## src/rtl/fetch_queue_unit_pkg.sv

```systemverilog
// Shared fetch-side definitions: default PC/width parameters and the queued
// instruction entry type.
package riscv_pkg;

  localparam int unsigned     XLEN     = 32;
  localparam int unsigned     PC_STEP  = 1;
  localparam logic [XLEN-1:0] RESET_PC = '0;

  typedef struct packed {
    logic [XLEN-1:0] inst;
    logic [XLEN-1:0] pc;
  } fetch_entry_t;

endpackage

```

## src/rtl/fetch_queue_unit_if.sv

```systemverilog
// Fetch unit bundle: instruction-memory port, redirect input and decode-side
// handshake. master = fetch unit, slave = memory/decode environment.
interface fetch_queue_unit_if #(
  parameter int unsigned XLEN = riscv_pkg::XLEN
) ();

  logic            imem_req;
  logic [XLEN-1:0] imem_addr;
  logic [XLEN-1:0] imem_rdata;
  logic            redirect_valid;
  logic [XLEN-1:0] redirect_pc;
  logic            inst_valid;
  logic [XLEN-1:0] inst;
  logic [XLEN-1:0] inst_pc;
  logic            dec_ready;
  logic [31:0]     fetch_count;

  modport master (
    output imem_req, imem_addr, inst_valid, inst, inst_pc, fetch_count,
    input  imem_rdata, redirect_valid, redirect_pc, dec_ready
  );

  modport slave (
    input  imem_req, imem_addr, inst_valid, inst, inst_pc, fetch_count,
    output imem_rdata, redirect_valid, redirect_pc, dec_ready
  );

endinterface

```

## src/rtl/fetch_queue_unit_fifo.sv

```systemverilog
// Power-of-two FIFO of fetched {inst, pc} entries. Same-cycle push and pop are
// allowed at any fill level; flush wins over both.
module fetch_fifo
  import riscv_pkg::*;
#(
  parameter int unsigned DEPTH   = 4,
  parameter type         entry_t = fetch_entry_t
) (
  input  logic                    clk,
  input  logic                    reset,
  input  logic                    flush_i,
  input  logic                    push_i,
  input  entry_t                  push_data_i,
  input  logic                    pop_i,
  output logic                    valid_o,
  output entry_t                  head_o,
  output logic [$clog2(DEPTH):0]  count_o
);

  localparam int unsigned AW = $clog2(DEPTH);

  entry_t        mem_q [DEPTH];
  logic [AW-1:0] rd_ptr_q, rd_ptr_d;
  logic [AW-1:0] wr_ptr_q, wr_ptr_d;
  logic [AW:0]   count_q, count_d;
  logic          do_push, do_pop;

  // A push into a full queue is only legal when the head leaves in the same cycle.
  assign do_pop  = pop_i && (count_q != '0);
  assign do_push = push_i && ((count_q != (AW+1)'(DEPTH)) || do_pop);

  always_comb begin
    rd_ptr_d = rd_ptr_q;
    wr_ptr_d = wr_ptr_q;
    count_d  = count_q;
    if (flush_i) begin
      rd_ptr_d = '0;
      wr_ptr_d = '0;
      count_d  = '0;
    end else begin
      if (do_push) wr_ptr_d = wr_ptr_q + AW'(1);
      if (do_pop)  rd_ptr_d = rd_ptr_q + AW'(1);
      count_d = count_q + (AW+1)'(do_push) - (AW+1)'(do_pop);
    end
  end

  always_ff @(posedge clk or posedge reset) begin
    if (reset) begin
      rd_ptr_q <= '0;
      wr_ptr_q <= '0;
      count_q  <= '0;
    end else begin
      rd_ptr_q <= rd_ptr_d;
      wr_ptr_q <= wr_ptr_d;
      count_q  <= count_d;
    end
  end

  always_ff @(posedge clk or posedge reset) begin
    if (reset) begin
      for (int i = 0; i < DEPTH; i++) mem_q[i] <= '0;
    end else if (do_push && !flush_i) begin
      mem_q[wr_ptr_q] <= push_data_i;
    end
  end

  assign valid_o = (count_q != '0);
  assign head_o  = mem_q[rd_ptr_q];
  assign count_o = count_q;

endmodule

```

## src/rtl/fetch_queue_unit.sv

```systemverilog
// Instruction-fetch front end: issues sequential fetches to a synchronous-read
// memory, queues responses tagged with their PC, honours decode back-pressure and redirects.
module fetch_queue_unit
  import riscv_pkg::*;
#(
  parameter int unsigned     XLEN     = riscv_pkg::XLEN,
  parameter int unsigned     DEPTH    = 4,
  parameter int unsigned     PC_STEP  = riscv_pkg::PC_STEP,
  parameter logic [XLEN-1:0] RESET_PC = XLEN'(riscv_pkg::RESET_PC)
) (
  input  logic               clk,
  input  logic               reset,
  fetch_queue_unit_if.master bus
);

  localparam int unsigned CW = $clog2(DEPTH) + 1;

  typedef struct packed {
    logic [XLEN-1:0] inst;
    logic [XLEN-1:0] pc;
  } entry_t;

  logic [XLEN-1:0] fetch_pc_q, fetch_pc_d;
  logic [XLEN-1:0] inflight_pc_q, inflight_pc_d;
  logic            inflight_q, inflight_d;
  logic [31:0]     fetch_count_q, fetch_count_d;

  logic [CW-1:0]   count;
  logic [CW:0]     occupancy;
  logic            head_valid, pop, push, issue;
  entry_t          head, push_data;

  // Credit check counts the response still in flight so the queue never overflows.
  assign pop       = head_valid & bus.dec_ready;
  assign push      = inflight_q & ~bus.redirect_valid;
  assign occupancy = {1'b0, count} + (CW+1)'(inflight_q) - (CW+1)'(pop);
  assign issue     = ~reset & ~bus.redirect_valid & (occupancy < (CW+1)'(DEPTH));

  assign push_data.inst = bus.imem_rdata;
  assign push_data.pc   = inflight_pc_q;

  always_comb begin
    fetch_pc_d    = fetch_pc_q;
    inflight_d    = 1'b0;
    inflight_pc_d = inflight_pc_q;
    fetch_count_d = fetch_count_q + 32'(pop);
    if (bus.redirect_valid) begin
      fetch_pc_d = bus.redirect_pc;
    end else if (issue) begin
      fetch_pc_d    = fetch_pc_q + XLEN'(PC_STEP);
      inflight_d    = 1'b1;
      inflight_pc_d = fetch_pc_q;
    end
  end

  always_ff @(posedge clk or posedge reset) begin
    if (reset) begin
      fetch_pc_q    <= RESET_PC;
      inflight_q    <= 1'b0;
      inflight_pc_q <= '0;
      fetch_count_q <= '0;
    end else begin
      fetch_pc_q    <= fetch_pc_d;
      inflight_q    <= inflight_d;
      inflight_pc_q <= inflight_pc_d;
      fetch_count_q <= fetch_count_d;
    end
  end

  fetch_fifo #(
    .DEPTH   (DEPTH),
    .entry_t (entry_t)
  ) u_fifo (
    .clk         (clk),
    .reset       (reset),
    .flush_i     (bus.redirect_valid),
    .push_i      (push),
    .push_data_i (push_data),
    .pop_i       (pop),
    .valid_o     (head_valid),
    .head_o      (head),
    .count_o     (count)
  );

  assign bus.imem_req    = issue;
  assign bus.imem_addr   = fetch_pc_q;
  assign bus.inst_valid  = head_valid;
  assign bus.inst        = head.inst;
  assign bus.inst_pc     = head.pc;
  assign bus.fetch_count = fetch_count_q;

endmodule

```

## src/flat_wrapper.sv

```systemverilog
// flat-port wrapper written by rule: the top's interface ports become plain ports
module fetch_queue_unit_flat import riscv_pkg::*;
#(
  parameter int unsigned     XLEN     = riscv_pkg::XLEN,
  parameter int unsigned     DEPTH    = 4,
  parameter int unsigned     PC_STEP  = riscv_pkg::PC_STEP,
  parameter logic [XLEN-1:0] RESET_PC = XLEN'(riscv_pkg::RESET_PC)
)
  (clk, reset, bus_imem_req, bus_imem_addr, bus_inst_valid, bus_inst, bus_inst_pc, bus_fetch_count, bus_imem_rdata, bus_redirect_valid, bus_redirect_pc, bus_dec_ready);
  fetch_queue_unit_if #(.XLEN(XLEN)) bus_i ();
  input  logic clk;
  input  logic reset;
  output wire logic [$bits(bus_i.imem_req)-1:0] bus_imem_req;
  output wire logic [$bits(bus_i.imem_addr)-1:0] bus_imem_addr;
  output wire logic [$bits(bus_i.inst_valid)-1:0] bus_inst_valid;
  output wire logic [$bits(bus_i.inst)-1:0] bus_inst;
  output wire logic [$bits(bus_i.inst_pc)-1:0] bus_inst_pc;
  output wire logic [$bits(bus_i.fetch_count)-1:0] bus_fetch_count;
  input wire logic [$bits(bus_i.imem_rdata)-1:0] bus_imem_rdata;
  input wire logic [$bits(bus_i.redirect_valid)-1:0] bus_redirect_valid;
  input wire logic [$bits(bus_i.redirect_pc)-1:0] bus_redirect_pc;
  input wire logic [$bits(bus_i.dec_ready)-1:0] bus_dec_ready;
  assign bus_imem_req = bus_i.imem_req;
  assign bus_imem_addr = bus_i.imem_addr;
  assign bus_inst_valid = bus_i.inst_valid;
  assign bus_inst = bus_i.inst;
  assign bus_inst_pc = bus_i.inst_pc;
  assign bus_fetch_count = bus_i.fetch_count;
  assign bus_i.imem_rdata = bus_imem_rdata;
  assign bus_i.redirect_valid = bus_redirect_valid;
  assign bus_i.redirect_pc = bus_redirect_pc;
  assign bus_i.dec_ready = bus_dec_ready;
  fetch_queue_unit #(.XLEN(XLEN), .DEPTH(DEPTH), .PC_STEP(PC_STEP), .RESET_PC(RESET_PC)) u_core (.clk(clk), .reset(reset), .bus(bus_i));
endmodule
```

## config.mk

```make
export PLATFORM = sky130hd
export DESIGN_NAME = fetch_queue_unit_flat
export DESIGN_NICKNAME = d
export VERILOG_FILES = /design/src/rtl/fetch_queue_unit_pkg.sv /design/src/rtl/fetch_queue_unit_if.sv /design/src/rtl/fetch_queue_unit_fifo.sv /design/src/rtl/fetch_queue_unit.sv /design/src/flat_wrapper.sv
export SDC_FILE = /design/constraint.sdc
export NUM_CORES = 1
export LEC_CHECK = 0
export CAP_MARGIN = 10
export CORE_ASPECT_RATIO = 1.4
export CORE_MARGIN = 2
export CORE_UTILIZATION = 32
export CTS_BUF_LIST = sky130_fd_sc_hd__clkbuf_16
export DETAILED_ROUTE_END_ITERATION = 8
export SETUP_SLACK_MARGIN = 0.3
export SYNTH_ARGS = -nofsm -noshare
export SYNTH_HDL_FRONTEND = slang
export SYNTH_HIERARCHICAL = 1
export SYNTH_SLANG_ARGS = --single-unit
```

## constraint.sdc

```tcl
create_clock -name clk -period 25.1 [get_ports clk]
set_input_delay 5.02 -clock clk [delete_from_list [all_inputs] [get_ports clk]]
set_output_delay 5.02 -clock clk [all_outputs]
set_load 0.02 [all_outputs]
```

==> results.py <==
metrics = {
    "yosys": {
        "synth_top_flop_cell": "dfrtp_1",
        "synth_edf_count": 0,
        "syn_nets": 1225,
        "ys_seq_area_share_pct": 53.8,
        "synth.avg_cell_area_um2": 14.6,
        "async_flop_share_pct": 100,
        "yosysTopAreaCellShare_pct": 53.8,
        "synth_warnings": 6,
        "syn_inst": 1144,
        "synth_cell_types": 59,
        "synthTopCellsByArea": "dfrtp_1, mux2_4, mux2_2, mux4_2, nand2_1",
        "yosys.area.top_type": "dfrtp_1",
        "synth.most_common_cell": "dfrtp_1",
        "synth_seq_cells": 360,
        "synthTopCellsByCount": "dfrtp_1, mux2_2, nand2_1",
        "syn-cell-area_um2": 16800,
    },
    "clocking": {
        "cts_buffers": 41,
        "cts_tree": "built",
        "h-tree-depth": 2,
        "cts_root_buf": "clkbuf_16",
        "cts-resized-gates": 0,
        "cts_setup_buffers": 0,
        "postCtsHoldBufs": 0,
        "cts_buffer_depth": 3,
        "cts_sinks": 360,
        "cts.clk_slew.worst_paths_ps": 50,
        "clk_latency_ps": 550,
    },
    "placed_design": {
        "port_buffers": 197,
        "dp_slack_ps": 11410,
        "place_congestion": 0.742,
        "dp_hpwl_um": 25400,
        "placed_cells": 1950,
    },
    "global_route": {
        "grt.overflow.total": 0,
        "track_usage_pct": 15.0,
        "antenna_found_initial": 0,
        "grt_pass1_vias": 10982,
        "grt_max_degree": 120,
        "grt_pass1_wl_um": 63500,
    },
    "routing": {
        "wl_um": 39800,
        "met3_length_um": 1630,
        "wl_per_cell_um": 19.7,
        "vias": 10048,
        "drtIter0Drc": 372,
        "wl_met2_um": 19600,
        "wl_met1_um": 17300,
        "highest_layer": "met4",
        "dr.pass1.iters": 4,
        "ant_nets": 0,
        "viasPerCell": 4.97,
        "route.detailed.drc": 0,
    },
    "floorplanning": {
        "fp-row-count": 99,
        "coreArea_um2": 51900,
        "die_area_um2": 54200,
        "ios": 198,
        "chipHeight_um": 275,
        "die_width_um": 197,
        "start_util_pct": 32.3,
    },
    "power": {
        "cell_internal_pwr_mw": 1.34,
        "p_leak_nw": 8.92,
        "max-vdd-ir-drop_v": 0.0000403,
        "sw_frac_of_total_pct": 31.3,
        "p_sw_uw": 611,
        "clkPwrFrac_pct": 28.7,
        "pwr-share-seq_pct": 41.7,
        "power_mw": 1.95,
        "p_per_area_nw_per_um2": 95.3,
        "comb_power_share_pct": 29.6,
    },
    "critical_path": {
        "r2r_slack_ps": 20640,
        "crit_path_top_delay_cell": "or4_1",
        "worstSetupPathType": "input pin to output port",
        "cp.buffers_inverters": 5,
        "worstSetupEndpointType": "output port",
        "path_depth": 11,
        "crit_family": "simple AND/OR/NAND/NOR gates",
        "required_ps": 20080,
        "critical_path.startpoint_type": "input pin",
        "path_cells": "clkdlybuf4s50_1, and2_1, ha_1, inv_1, ha_1, and3b_1, or4_1, and2_2, buf_4, inv_1, clkdlybuf4s50_1",
        "cp_max_fo": 53,
        "crit_arrival_ps": 8630,
        "max_stage_delay_ps": 830,
        "r2r_cells": 13,
    },
    "cells_and_area": {
        "area_growth_pct": 22.1,
        "nNetsFinal": 1418,
        "drive_above_1_share_pct": 31.0,
        "fin_cells": 2022,
        "antennaDiodeCount": 0,
    },
    "sta": {
        "fin_tns_setup_ps": 0,
        "whs_ps": 475,
        "max_slew.worst_pin.slew_ps": 988,
        "period_needed_ps": 13650,
        "hold_viol_final": 0,
        "rsz0062_at_grt": "false",
        "relSlewSlack_pct": 34.1,
        "final.setup.worst_slack_ps": 11450,
        "drv_slew": 0,
        "skew_ps": 13.1,
        "setup_viol": 0,
        "fmax_mhz": 73.2,
        "post-route-period-util_pct": 54.4,
    },
    "flow_run": {
        "maxCapViolCount": 0,
    },
    "worst_hold_path": {
        "hold_class": "flip-flop to flip-flop",
        "hold_depth": 1,
    },
    "status": {
        "status": "complete, no violations",
    },
}
==> layout make-up <==
class                      instances  area [µm²]
tap                              656         821
clock inverter                    31         213
multi-input combinational        695        7190
fill                            4890       31400
clock buffer                      41        1030
inverter                          25         104
sequential                       360        9020
timing repair buffer             214        2090
==> cell usage in the layout, fill, tap and decap left out, types with 5 or more instances in the layout <==
master | synthesis | routed
dfrtp_1 | 360 | 358
clkdlybuf4s50_1 | 0 | 196
mux2_2 | 146 | 146
nand2_1 | 121 | 121
mux2_4 | 120 | 120
mux4_2 | 64 | 64
clkbuf_16 | 0 | 41
xnor2_1 | 33 | 33
inv_1 | 25 | 31
nor2_1 | 23 | 23
nand3_1 | 22 | 22
nand4_1 | 20 | 20
buf_4 | 0 | 17
xor2_1 | 16 | 16
o21ai_0 | 12 | 12
ha_1 | 12 | 12
clkinv_1 | 0 | 8
a211oi_1 | 8 | 8
and3_1 | 7 | 7
or4_1 | 6 | 6
and4_1 | 6 | 6
clkinvlp_4 | 0 | 5
o211ai_1 | 5 | 5
a21oi_1 | 5 | 5
o311ai_0 | 5 | 5
==> logic make-up (layout without fill, tap and decap cells) <==
group                      Yosys count  after routing  share of synthesized area (%)
adders and majority gates           13             13                           1.02
buffers and inverters               89            311                           3.45
DFF                                360            360                           53.8
xor gates and xnor gates            49             49                           2.56
and+or+nand+nor                    237            237                           7.06
AOI/OAI and AO/OA                   62             62                           2.71
muxes                              334            334                           29.4
==> power by group through the flow <==
| stage | registers (mW) | logic, mW | clock network [mW] |
|---|---|---|---|
| after floorplan | 0.791 | 0.367 | 0 |
| after global placement | 0.814 | 0.575 | 0 |
| after detailed placement | 0.822 | 0.586 | 0 |
| after CTS | 0.814 | 0.588 | 0.585 |
| after global routing | 0.833 | 0.622 | 0.607 |
| final | 0.812 | 0.577 | 0.560 |
==> routing by layer <==
metal / up-vias / GRT usage [%]
li1: 4523 / -
met1: 5231 / 19.1
met2: 223 / 25.5
met3: 71 / 2.68
met4: 0 / 5.56
met5: - / 0
==> final timing paths <==
path,from,to
hold reg to reg,u_core/bus.fetch_count[31]$_DFF_PP0_,u_core/bus.fetch_count[31]$_DFF_PP0_
setup / recovery,bus_dec_ready,bus_imem_req
max in group asynchronous,reset,u_core/u_fifo/mem_q[161]$_DFFE_PP0P_
setup reg to reg,u_core/u_fifo/count_o[1]$_DFF_PP0_,u_core/bus.imem_addr[9]$_DFFE_PP0P_
hold / removal,u_core/bus.fetch_count[31]$_DFF_PP0_,u_core/bus.fetch_count[31]$_DFF_PP0_
min in group asynchronous,reset,u_core/bus.imem_addr[25]$_DFFE_PP0P_
==> sequential cells by signal, indices dropped and copies added (netlist names) <==
name,cells
u_core/u_fifo/mem_q,256
u_core/bus.fetch_count,32
u_core/bus.imem_addr,32
u_core/inflight_pc_q,32
u_core/u_fifo/count_o,3
u_core/u_fifo/rd_ptr_q,2
u_core/u_fifo/wr_ptr_q,2
u_core/inflight_q,1
==> stage by stage <==
stage | cell area (µm²) | util, %
after global routing | 20500 | 39.4
after global placement | 19200 | 37.0
after CTS | 20500 | 39.4
final | 20500 | 39.4
after detailed placement | 19200 | 37.0
after floorplan | 16800 | -
Power figures use the tool's default switching activity.
